[config.mk]
export PLATFORM = sky130hd
export DESIGN_NAME = display_mux_pwm
export DESIGN_NICKNAME = d
export VERILOG_FILES = /design/src/rtl/display_mux_pwm.sv
export SDC_FILE = /design/constraint.sdc
export NUM_CORES = 1
export LEC_CHECK = 0
export CAP_MARGIN = 10
export CORE_AREA = 2 2 56 58
export CTS_CLUSTER_SIZE = 40
export DETAILED_ROUTE_END_ITERATION = 8
export DIE_AREA = 0 0 58 60
export PLACE_DENSITY = 0.76
export SLEW_MARGIN = 40
export SYNTH_ARGS = -nofsm -noshare
export SYNTH_HDL_FRONTEND = slang
export SYNTH_SLANG_ARGS = --single-unit
[constraint.sdc]
create_clock -name clk -period 2.96 [get_ports clk]
set_input_delay 0.296 -clock clk [delete_from_list [all_inputs] [get_ports clk]]
set_output_delay 0.296 -clock clk [all_outputs]
set_load 0.05 [all_outputs]
[src/rtl/display_mux_pwm.sv]
`default_nettype none
// ============================================================================
// display_mux_pwm : scanned 7-segment driver with per-slot brightness PWM
// Revision 1.0
// ============================================================================
module display_mux_pwm #(
  parameter int DIGITS         = 4,
  parameter int DWELL_W        = 4,
  parameter bit SEG_ACTIVE_LOW = 1'b0,
  parameter bit DIG_ACTIVE_LOW = 1'b0
) (
  input  logic                  clk,
  input  logic                  rst_n,
  input  logic [4*DIGITS-1:0]   decs,
  input  logic [DIGITS-1:0]     points,
  input  logic [DWELL_W-1:0]    brightness,
  input  logic                  blank_lz,
  input  logic                  enable,
  output logic [7:0]            segments,
  output logic [DIGITS-1:0]     digits,
  output logic                  frame_tick
);

  localparam int                 IDX_W    = (DIGITS > 1) ? $clog2(DIGITS) : 1;
  localparam logic [DWELL_W-1:0] CNT_MAX  = '1;
  localparam logic [IDX_W-1:0]   IDX_LAST = IDX_W'(DIGITS - 1);
  localparam logic [7:0]         SEG_OFF  = {8{SEG_ACTIVE_LOW}};
  localparam logic [DIGITS-1:0]  DIG_OFF  = {DIGITS{DIG_ACTIVE_LOW}};

  logic [DWELL_W-1:0] cnt_q, cnt_d;
  logic [IDX_W-1:0]   idx_q, idx_d;
  logic               frame_tick_q, frame_tick_d;
  logic [7:0]         seg_q, seg_d;
  logic [DIGITS-1:0]  dig_q, dig_d;

  logic [DIGITS-1:0]  lz;
  logic               zero_above;
  logic [3:0]         nib;
  logic               dp;
  logic               blank;
  logic [DIGITS-1:0]  onehot;
  logic               lit;
  logic [6:0]         a2g;

  function automatic logic [6:0] decode7(input logic [3:0] n);
    logic [6:0] s;
    case (n)
      4'h0:    s = 7'b1111110;
      4'h1:    s = 7'b0110000;
      4'h2:    s = 7'b1101101;
      4'h3:    s = 7'b1111001;
      4'h4:    s = 7'b0110011;
      4'h5:    s = 7'b1011011;
      4'h6:    s = 7'b1011111;
      4'h7:    s = 7'b1110000;
      4'h8:    s = 7'b1111111;
      4'h9:    s = 7'b1111011;
      4'hF:    s = 7'b0000000;
      default: s = 7'b0000001;
    endcase
    return s;
  endfunction

  always_comb begin
    cnt_d        = cnt_q + 1'b1;
    idx_d        = idx_q;
    frame_tick_d = 1'b0;
    if (cnt_q == CNT_MAX) begin
      if (idx_q == IDX_LAST) begin
        idx_d        = '0;
        frame_tick_d = 1'b1;
      end else begin
        idx_d = idx_q + 1'b1;
      end
    end

    // lz[k] is set when nibble k and every nibble above it are zero
    zero_above = 1'b1;
    lz         = '0;
    for (int k = DIGITS - 1; k >= 0; k--) begin
      zero_above = zero_above & (decs[4*k +: 4] == 4'h0);
      lz[k]      = zero_above;
    end

    nib    = 4'h0;
    dp     = 1'b0;
    blank  = 1'b0;
    onehot = '0;
    for (int k = 0; k < DIGITS; k++) begin
      if (idx_q == IDX_W'(k)) begin
        nib       = decs[4*k +: 4];
        dp        = points[k];
        blank     = blank_lz && (k != 0) && lz[k];
        onehot[k] = 1'b1;
      end
    end

    // cnt==0 is a forced dark clock so the previous digit never ghosts
    lit   = enable && (cnt_q != '0) && (cnt_q <= brightness);
    a2g   = blank ? 7'b0000000 : decode7(nib);
    seg_d = lit ? ({a2g, dp} ^ SEG_OFF) : SEG_OFF;
    dig_d = lit ? (onehot ^ DIG_OFF)    : DIG_OFF;
  end

  always_ff @(posedge clk) begin
    if (!rst_n) begin
      cnt_q        <= '0;
      idx_q        <= '0;
      frame_tick_q <= 1'b0;
      seg_q        <= SEG_OFF;
      dig_q        <= DIG_OFF;
    end else begin
      cnt_q        <= cnt_d;
      idx_q        <= idx_d;
      frame_tick_q <= frame_tick_d;
      seg_q        <= seg_d;
      dig_q        <= dig_d;
    end
  end

  assign segments   = seg_q;
  assign digits     = dig_q;
  assign frame_tick = frame_tick_q;

endmodule
`default_nettype wire

==> flow_results.org, run 1 <==
** Timing
- Fin crit share :: between 80% and 90%
- In the post-route analysis, the smallest setup slack over all paths is 454 ps.
- The worst path in the final design needs a cycle of approximately 2500 ps, including I/O delays and setup.
- Number of hold violations in the final report :: 0
- Peak clock frequency supported by timing :: between 0.3 and 0.4 GHz
- Setup-violating endpoint count in the final report :: 0
- Between clock sinks in the finished design, the worst skew comes to 1.90 ps.
- Tightest Pin Transition :: between 500 and 600 ps
- Summed over all failing endpoints, the final setup total negative slack is 0 ps.
- Final max-slew violation count :: 0
- Unrepaired setup endpoints after global routing :: no
- Hold timing on the final database bottoms out at a slack of just under 500 ps.
- The worst pin sits at a relative slew slack of 61.7%.

** Min path
- In this run the worst hold path is classified as flip-flop to flip-flop.
- Endpoint, Worst Hold :: cnt_q[0]
- Min-delay src :: cnt_q[0]
- Along the worst hold path, the cell count comes to 1.

** Synth
- For this run, the number of Yosys warnings is 0.
- By area the synthesized netlist is led by sky130_fd_sc_hd__dfxtp_1 31%, sky130_fd_sc_hd__ha_1 16%, sky130_fd_sc_hd__a21oi_1 4.1%.
- The biggest area contributor in the post-synthesis netlist is sky130_fd_sc_hd__dfxtp_1.
- A synthesized cell averages just over 9 µm².
- In this run, synthesis inferred 0 flip-flops with an integrated enable.
- Of the synthesized area, sequential elements account for 30.8%.
- Number of instances in the synthesized netlist :: 134
- Yosys instantiated no cell more often than sky130_fd_sc_hd__dfxtp_1.
- Post-Syn Nets :: ~180
- After synthesis, the largest area contributor takes up a little under a third of total cell area.
- Synth Flop Type :: sky130_fd_sc_hd__dfxtp_1
- The cell area that synthesis handed to floorplanning was 1230 µm².
- Most frequent cells after synthesis :: 19 x sky130_fd_sc_hd__dfxtp_1, 16 x sky130_fd_sc_hd__ha_1, 12 x sky130_fd_sc_hd__nand2_1, 11 x sky130_fd_sc_hd__inv_1, 10 x sky130_fd_sc_hd__a21oi_1
- Yosys mapped the design onto 45 distinct sky130hd cell types.
- Async SR Flop Fraction :: 0%
- In this run, synthesis produced a sequential element count of 19.

** Layout
- The number of antenna diodes in the final layout is 0.
- Filler Cell Count :: around 270
- Area added between synthesis and finish :: 36.8%
- Cells with a size suffix above 1 make up 11.9% of the layout.
- For this run, the share of the core covered by cells in the final layout is about three fifths.
- Non-filler instance count after layout :: 210
- Number of nets at the end of the flow :: 222

** GRT
- The number of antenna violations at the first check in global routing was 0.
- Number of global-route vias before repair :: between 900 and 1000
- Remaining Overflow, GRT :: 0
- Overall track demand over capacity in global routing :: 16.2%
- Wire length of the first global-routing pass :: 4310 µm
- Pin count of the biggest net entering global routing :: 14

** Setup path
- Required time of the critical path :: 3140 ps
- Launch point of the worst reg-to-reg path :: idx_q[0]
- Crit path max fanout :: 7
- Capturing point of the worst reg2reg path :: segments[6]
- Measured in cells, the most critical reg-to-reg path has a length of 9.
- Data arrives at the worst endpoint at 2690 ps.
- Register-to-register setup slack :: 450 ps
- Crit path kind :: flip-flop to flip-flop
- STA classifies the critical path startpoint as a flip-flop.
- Worst setup EP type :: flip-flop

** Floorplanning
- The floorplan step defined a core boundary enclosing 2900 µm².
- Number of rows created at floorplan :: 20
- Initial Util :: 42.5%
- IO Count :: 41
- The floorplan step set the die width to 58 µm.
- Area enclosed by the die boundary :: approximately 3500 µm²
- Die height :: roughly 60 µm

** Detailed routing
- For this block, the initial DRC count from the detailed router was 17.
- Routed via count divided by cell count :: between 5 and 6
- Drc violations :: 0
- Detailed Route WL :: roughly 2700 µm
- In the final routed layout, each cell accounts on average for around 13 µm.
- Remaining antenna violation count after routing :: 0
- For this run, the detailed router's first-pass iteration total came to 4.
- Across all layers, the routed design uses 1082 vias.

** CTS
- Post-CTS repair changed the size of 0 cells.
- CTS Hold Buffers Added :: 0
- Number of buffers created by CTS :: 3
- Buffers added to address setup during post-CTS repair amount to 0.
- Source-to-sink clock delay at the later pin of the worst-skew pair :: ~290 ps
- Clock-pin slew was measured on the worst setup and hold paths at 110 ps.
- CTS built an H-tree with a depth of 1.
- Counting along the longest clock path gives a buffer depth of 2.
- The tree built by TritonCTS fans out to 19 sinks.
- Clock root buffer master :: sky130_fd_sc_hd__clkbuf_4
- TritonCTS built the clock tree.

** Placed design
- The congestion estimate from routability-driven global placement came to approximately 0.75.
- In this run the tool buffered the top-level ports with 40 buffer cells.
- Counting tap cells, the placed design contains a total of about 210 instances.
- Setup slack at placement :: 486 ps
- Half-perimeter wire length of the detailed placement result :: between 2000 and 2500 µm

** Pwr
- Pwr per Cell Area :: 316 nW/µm²
- Worst IR Drop VDD :: 0.000277 V
- Summed over all cells, the static leakage comes to 0.684 nW.

** Run status
- Run status :: finished clean

** Job
- The tool flagged a number of max-cap violations equal to 0.
## registers in the layout (all words and copies together) (netlist names)
register / count
digits: 4
segments: 8
cnt_q: 4
frame_tick: 1
idx_q: 2
## critical path: stages, from the launching register on
cell	delay, ps
sky130_fd_sc_hd__dfxtp_1	360
sky130_fd_sc_hd__inv_1	100
sky130_fd_sc_hd__ha_1	320
sky130_fd_sc_hd__nand2b_1	150
sky130_fd_sc_hd__o221ai_1	480
sky130_fd_sc_hd__inv_1	140
sky130_fd_sc_hd__ha_1	350
sky130_fd_sc_hd__nand2b_1	170
sky130_fd_sc_hd__a2bb2o_4	210
sky130_fd_sc_hd__nor2b_1	120
## cells in the final DEF, fill, tap and decap left out, types with 2 or more instances in the layout
cell and n:
sky130_fd_sc_hd__clkdlybuf4s50_1 40, sky130_fd_sc_hd__dfxtp_1 19, sky130_fd_sc_hd__ha_1 16, sky130_fd_sc_hd__nand2_1 12
sky130_fd_sc_hd__inv_1 11, sky130_fd_sc_hd__a21oi_1 10, sky130_fd_sc_hd__and2_1 7, sky130_fd_sc_hd__nand3_1 6
sky130_fd_sc_hd__nor2b_1 5, sky130_fd_sc_hd__nand2b_1 4, sky130_fd_sc_hd__nand3b_1 3, sky130_fd_sc_hd__clkbuf_4 3
sky130_fd_sc_hd__o211ai_1 2, sky130_fd_sc_hd__nor2_1 2, sky130_fd_sc_hd__o21ai_0 2, sky130_fd_sc_hd__nor4_1 2
sky130_fd_sc_hd__or2b_1 2, sky130_fd_sc_hd__buf_4 2
## logic make-up (layout without fill, tap and decap cells)
group | count (synthesis) | in the layout | synth area share [%]
AOI/OAI and AO/OA | 26 | 26 | 16.9
xor gates and xnor gates | 2 | 2 | 1.42
adders and majority gates | 16 | 16 | 16.2
buffers and inverters | 14 | 57 | 5.78
DFF | 19 | 19 | 30.8
muxes | 1 | 1 | 0.811
and+or+nand+nor | 56 | 56 | 28.1
## final cells by class
cell class	instances	area [µm²]	area share (%)
well taps	33	41.3	2.44
inverters	11	41.3	2.44
multi-input cells	101	783	46.4
repair buffers	42	415	24.6
flip-flops and latches	19	380	22.5
clock inverters	1	5.00	0.296
clock buffers	3	22.5	1.33
## where the power goes
group | internal (W) | switching (W) | total, W
clock network | 0.0000502 | 0.0000776 | 0.000128
registers | 0.000265 | 0.00000576 | 0.000271
logic | 0.0000707 | 0.0000646 | 0.000135
## per-layer routing
metal  GRT usage [%]  up-vias  part of all wire [%]
met4            5.98        0                   1.6
met5               0        -                     0
met2            28.1       32                    50
li1                -      549                     -
met1            19.6      497                    45
met3            3.68        4                   4.2
## stage by stage
stage | power [W] | area [µm²]
2_1_floorplan | 0.000349 | 1230
3_3_place_gp | 0.000407 | 1660
3_5_place_dp | 0.000412 | 1660
4_1_cts | 0.000540 | 1690
5_1_grt | 0.000562 | 1690
6_report | 0.000534 | 1690
## worst max path at each step
stage	from	slack [ps]	endpoint	cells past startpoint
CTS	idx_q[0]	450	segments[6]	9
detailed placement	idx_q[0]	490	segments[6]	9
global placement	idx_q[0]	650	segments[6]	10
floorplan	idx_q[0]	730	segments[6]	10
global route	idx_q[0]	230	segments[6]	9
finish	idx_q[0]	450	segments[6]	9
Note: power is estimated with default switching activity, not from simulation.
==> run 2: changes to the inputs <==
- clock period: 2.96 -> 2.45 ns (I/O delays scaled with it)
==> run 2 against run 1 <==
  * Sequential power rose by 21%
  * First-iteration DRC count fell by 18%
  * Worst hold slack improved by 19 ps
  * Sequential cell count did not move
  * Combinational power rose by 22%
  * Non-clock buffer count rose by 3
  * Largest cell class unchanged
  * Register-to-register slack got worse by 290 ps
  * Sequential share of layout area fell by 0.30 points
  * Global-route usage rose by 0.22 points
==> flow_results.org, run 2 (synthesis gave the netlist of run 1 again) <==
** GRT
- The final global-route overflow total came to 0 (unchanged).
- The overall global routing resource usage came to 16.4% (+0.22 points).
- The number of global-route vias before repair is 1073 (+9.0%).
- Pin count of the biggest net entering global routing :: 14 (unchanged)
- The number of antenna violations at the first check in global routing was 0 (unchanged).
- The first-pass GRT wire length came to 4490 µm (+4.2%).

** Min path
- For hold timing, the worst endpoint is cnt_q[0].
- In this run the worst hold path is classified as flip-flop to flip-flop.
- The cell depth of the worst min-delay path came to 1 (unchanged).
- The startpoint identified for the worst hold timing path is cnt_q[0].

** CTS
- Buffer levels on the longest clock path :: 2 (unchanged)
- Post-cts resize count :: 0 (unchanged)
- The clock-pin slew on the worst setup and hold paths is 110 ps (about the same).
- The total of hold buffers inserted after clock tree synthesis came to 0 (unchanged).
- CTS H-Tree Depth :: 1 (unchanged)
- Clock root buffer master :: sky130_fd_sc_hd__clkbuf_4
- Source-to-sink clock delay at the later pin of the worst-skew pair :: 300 ps (about the same)
- Clock tree from TritonCTS :: yes
- Number of buffers created by CTS :: 3 (unchanged)
- Post CTS Setup Buffer Count :: 0 (unchanged)
- The clock net sink count came to 19 (unchanged).

** Layout
- The count of filler cells inserted in the layout was 260 (-1.9%).
- In the layout the commonest cells are 40 x sky130_fd_sc_hd__clkdlybuf4s50_1, 19 x sky130_fd_sc_hd__dfxtp_1, 16 x sky130_fd_sc_hd__ha_1.
- The count of antenna diodes in the layout came to 0 (unchanged).
- Area of the multi-input gates :: 783 µm² (unchanged)
- Cell area after layout :: 1710 µm² (+1.3%)
- Share of cells above drive strength 1 :: 13.3% (+1.5 points)
- The sequential cell area came to 380 µm² (unchanged).
- From synthesis to final layout, the design area changed by 38.6%.
- Number of nets at the end of the flow :: 225 (+1.4%)
- Number of flip-flops under the largest register name :: 8 (unchanged)
- Most frequent standard cell in the layout excluding fill and tap cells :: sky130_fd_sc_hd__clkdlybuf4s50_1

** Floorplanning
- The die span in x is 58 µm (unchanged).
- Area enclosed by the die boundary :: 3480 µm² (unchanged)
- The die height came to 60 µm (unchanged).
- Number of rows created at floorplan :: 20 (unchanged)
- Initial Util :: 42.5% (unchanged)
- Placeable Area :: 2900 µm² (unchanged)
- The count of boundary I/O pins was 41 (unchanged).

** Pwr
- The reported leakage power came to 0.699 nW (+2.2%).
- Pwr per Cell Area :: 381 nW/µm² (+21%)
- Worst IR Drop VDD :: 0.000258 V (-7.0%)

** Detailed routing
- Detailed-route via count :: 1079 (-0.28%)
- The final wirelength is 2650 µm (-0.71%).
- Remaining antenna violation count after routing :: 0 (unchanged)
- The detail-routed net length per standard cell was 12.4 µm (-2.1%).
- The number of search-and-repair iterations in the first detailed-routing pass is 4 (unchanged).
- The number of vias per cell is 5.07 (-1.7%).
- Detailed router's first-iteration violation count :: 14 (-3)
- Drc violations :: 0 (unchanged)

** Timing
- The final critical-path required period came to 2280 ps (-222 ps).
- The largest clock skew in the final design is 2.15 ps (+0.244 ps).
- Worst slew margin relative to its limit :: 66.8% (+5.1 points)
- Peak clock frequency supported by timing :: 0.438 GHz (+9.7%)
- The total of endpoints with negative setup slack in the final report is 0 (unchanged).
- Setup repair after global routing left no endpoint under its margin.
- The number of hold-slack violations in the final timing report is 0 (unchanged).
- The part of the cycle the worst path needs is 93.2% (+8.6 points).
- The final-layout setup total negative slack was 0 ps (unchanged).
- Tightest Pin Transition :: 496 ps (-78.0 ps)
- The number of pins with negative max-slew slack in the final report came to 0 (unchanged).

** Job
- Number of max-capacitance violations reported :: 0 (unchanged)

** Setup path
- Launch point of the worst reg-to-reg path :: idx_q[0]
- The arrival time of data at the critical path endpoint is 2480 ps (-210 ps).
- Reg2reg path depth :: 10 (+1)
- The maximum fanout encountered on the critical timing path came to 7 (unchanged).
- CP startpoint kind :: flip-flop
- In this run the critical register-to-register path is captured at segments[6].
- Crit path kind :: flip-flop to flip-flop
- The required time at the worst-slack endpoint is 2640 ps (-500 ps).
- The register-to-register path setup slack was 170 ps (-290 ps).
- Worst setup EP type :: flip-flop

** Placed design
- The last weighted congestion value of the routability-driven placer came to 0.814 (+8.8%).
- The total cell area at the placement stage was 1680 µm² (+1.4%).
- Half-perimeter wire length of the detailed placement result :: 2270 µm (+2.3%)
- The total of buffers placed on input and output ports was 40 (unchanged).

** Run status
- The flow ran to the end, and the final reports show no timing, DRC or antenna violations.
## run 2: changes by cell type in the layout (fill, tap and decap cells not counted)
cell / before / now
sky130_fd_sc_hd__buf_4: 2 / 5
## run 2: worst max-delay path by stage
stage	start	to	slack (ps)	cells after the start
2_1_floorplan	idx_q[0]	segments[6]	220	10
5_1_grt	idx_q[0]	segments[6]	40	10
4_1_cts	idx_q[0]	segments[6]	150	10
3_5_place_dp	idx_q[0]	segments[6]	170	10
6_report	idx_q[0]	segments[6]	170	10
3_3_place_gp	brightness[3]	segments[1]	260	8
## run 2: cell type report
class,count,share of cell area (%)
Clock buffer,3,1.32
Clock inverter,1,0.292
Inverter,11,2.41
Multi-Input combinational cell,101,45.8
Sequential cell,19,22.2
Tap cell,33,2.41
Timing Repair Buffer,45,25.6
## run 2: worst max-delay path: stages (launching register included)
cell	delay [ps]
sky130_fd_sc_hd__dfxtp_1	420
sky130_fd_sc_hd__inv_1	90
sky130_fd_sc_hd__ha_1	310
sky130_fd_sc_hd__nor2_4	200
sky130_fd_sc_hd__o211ai_1	120
sky130_fd_sc_hd__o221ai_1	120
sky130_fd_sc_hd__inv_1	110
sky130_fd_sc_hd__ha_1	320
sky130_fd_sc_hd__nand2b_1	160
sky130_fd_sc_hd__a2bb2o_4	210
sky130_fd_sc_hd__nor2b_1	120
## run 2: metrics by stage
stage	power, W	setup slack (ps)	std cells	hold slack (ps)	util, %
3_5_place_dp	0.000499	170	209	485	58.0
6_report	0.000652	166	213	507	59.0
4_1_cts	0.000657	149	213	510	59.0
3_3_place_gp	0.000494	256	209	456	58.0
5_1_grt	0.000680	40.6	213	518	59.0
2_1_floorplan	0.000422	222	134	366	-
## run 2: power by group
group	switching [W]	internal (W)	total, W	leakage, nW
Sequential	0.00000703	0.000320	0.000327	0.154
Combinational	0.0000776	0.0000874	0.000165	0.527
Clock	0.0000989	0.0000609	0.000160	0.0177
## run 2: metal layers
layer  track usage (%)  share of wire, %  vias up
met5                 0                 0        -
met4              5.32               1.3        0
met3              2.16               4.1        5
met2              29.9                50       29
met1              20.0                44      485
li1                  -                 -      560
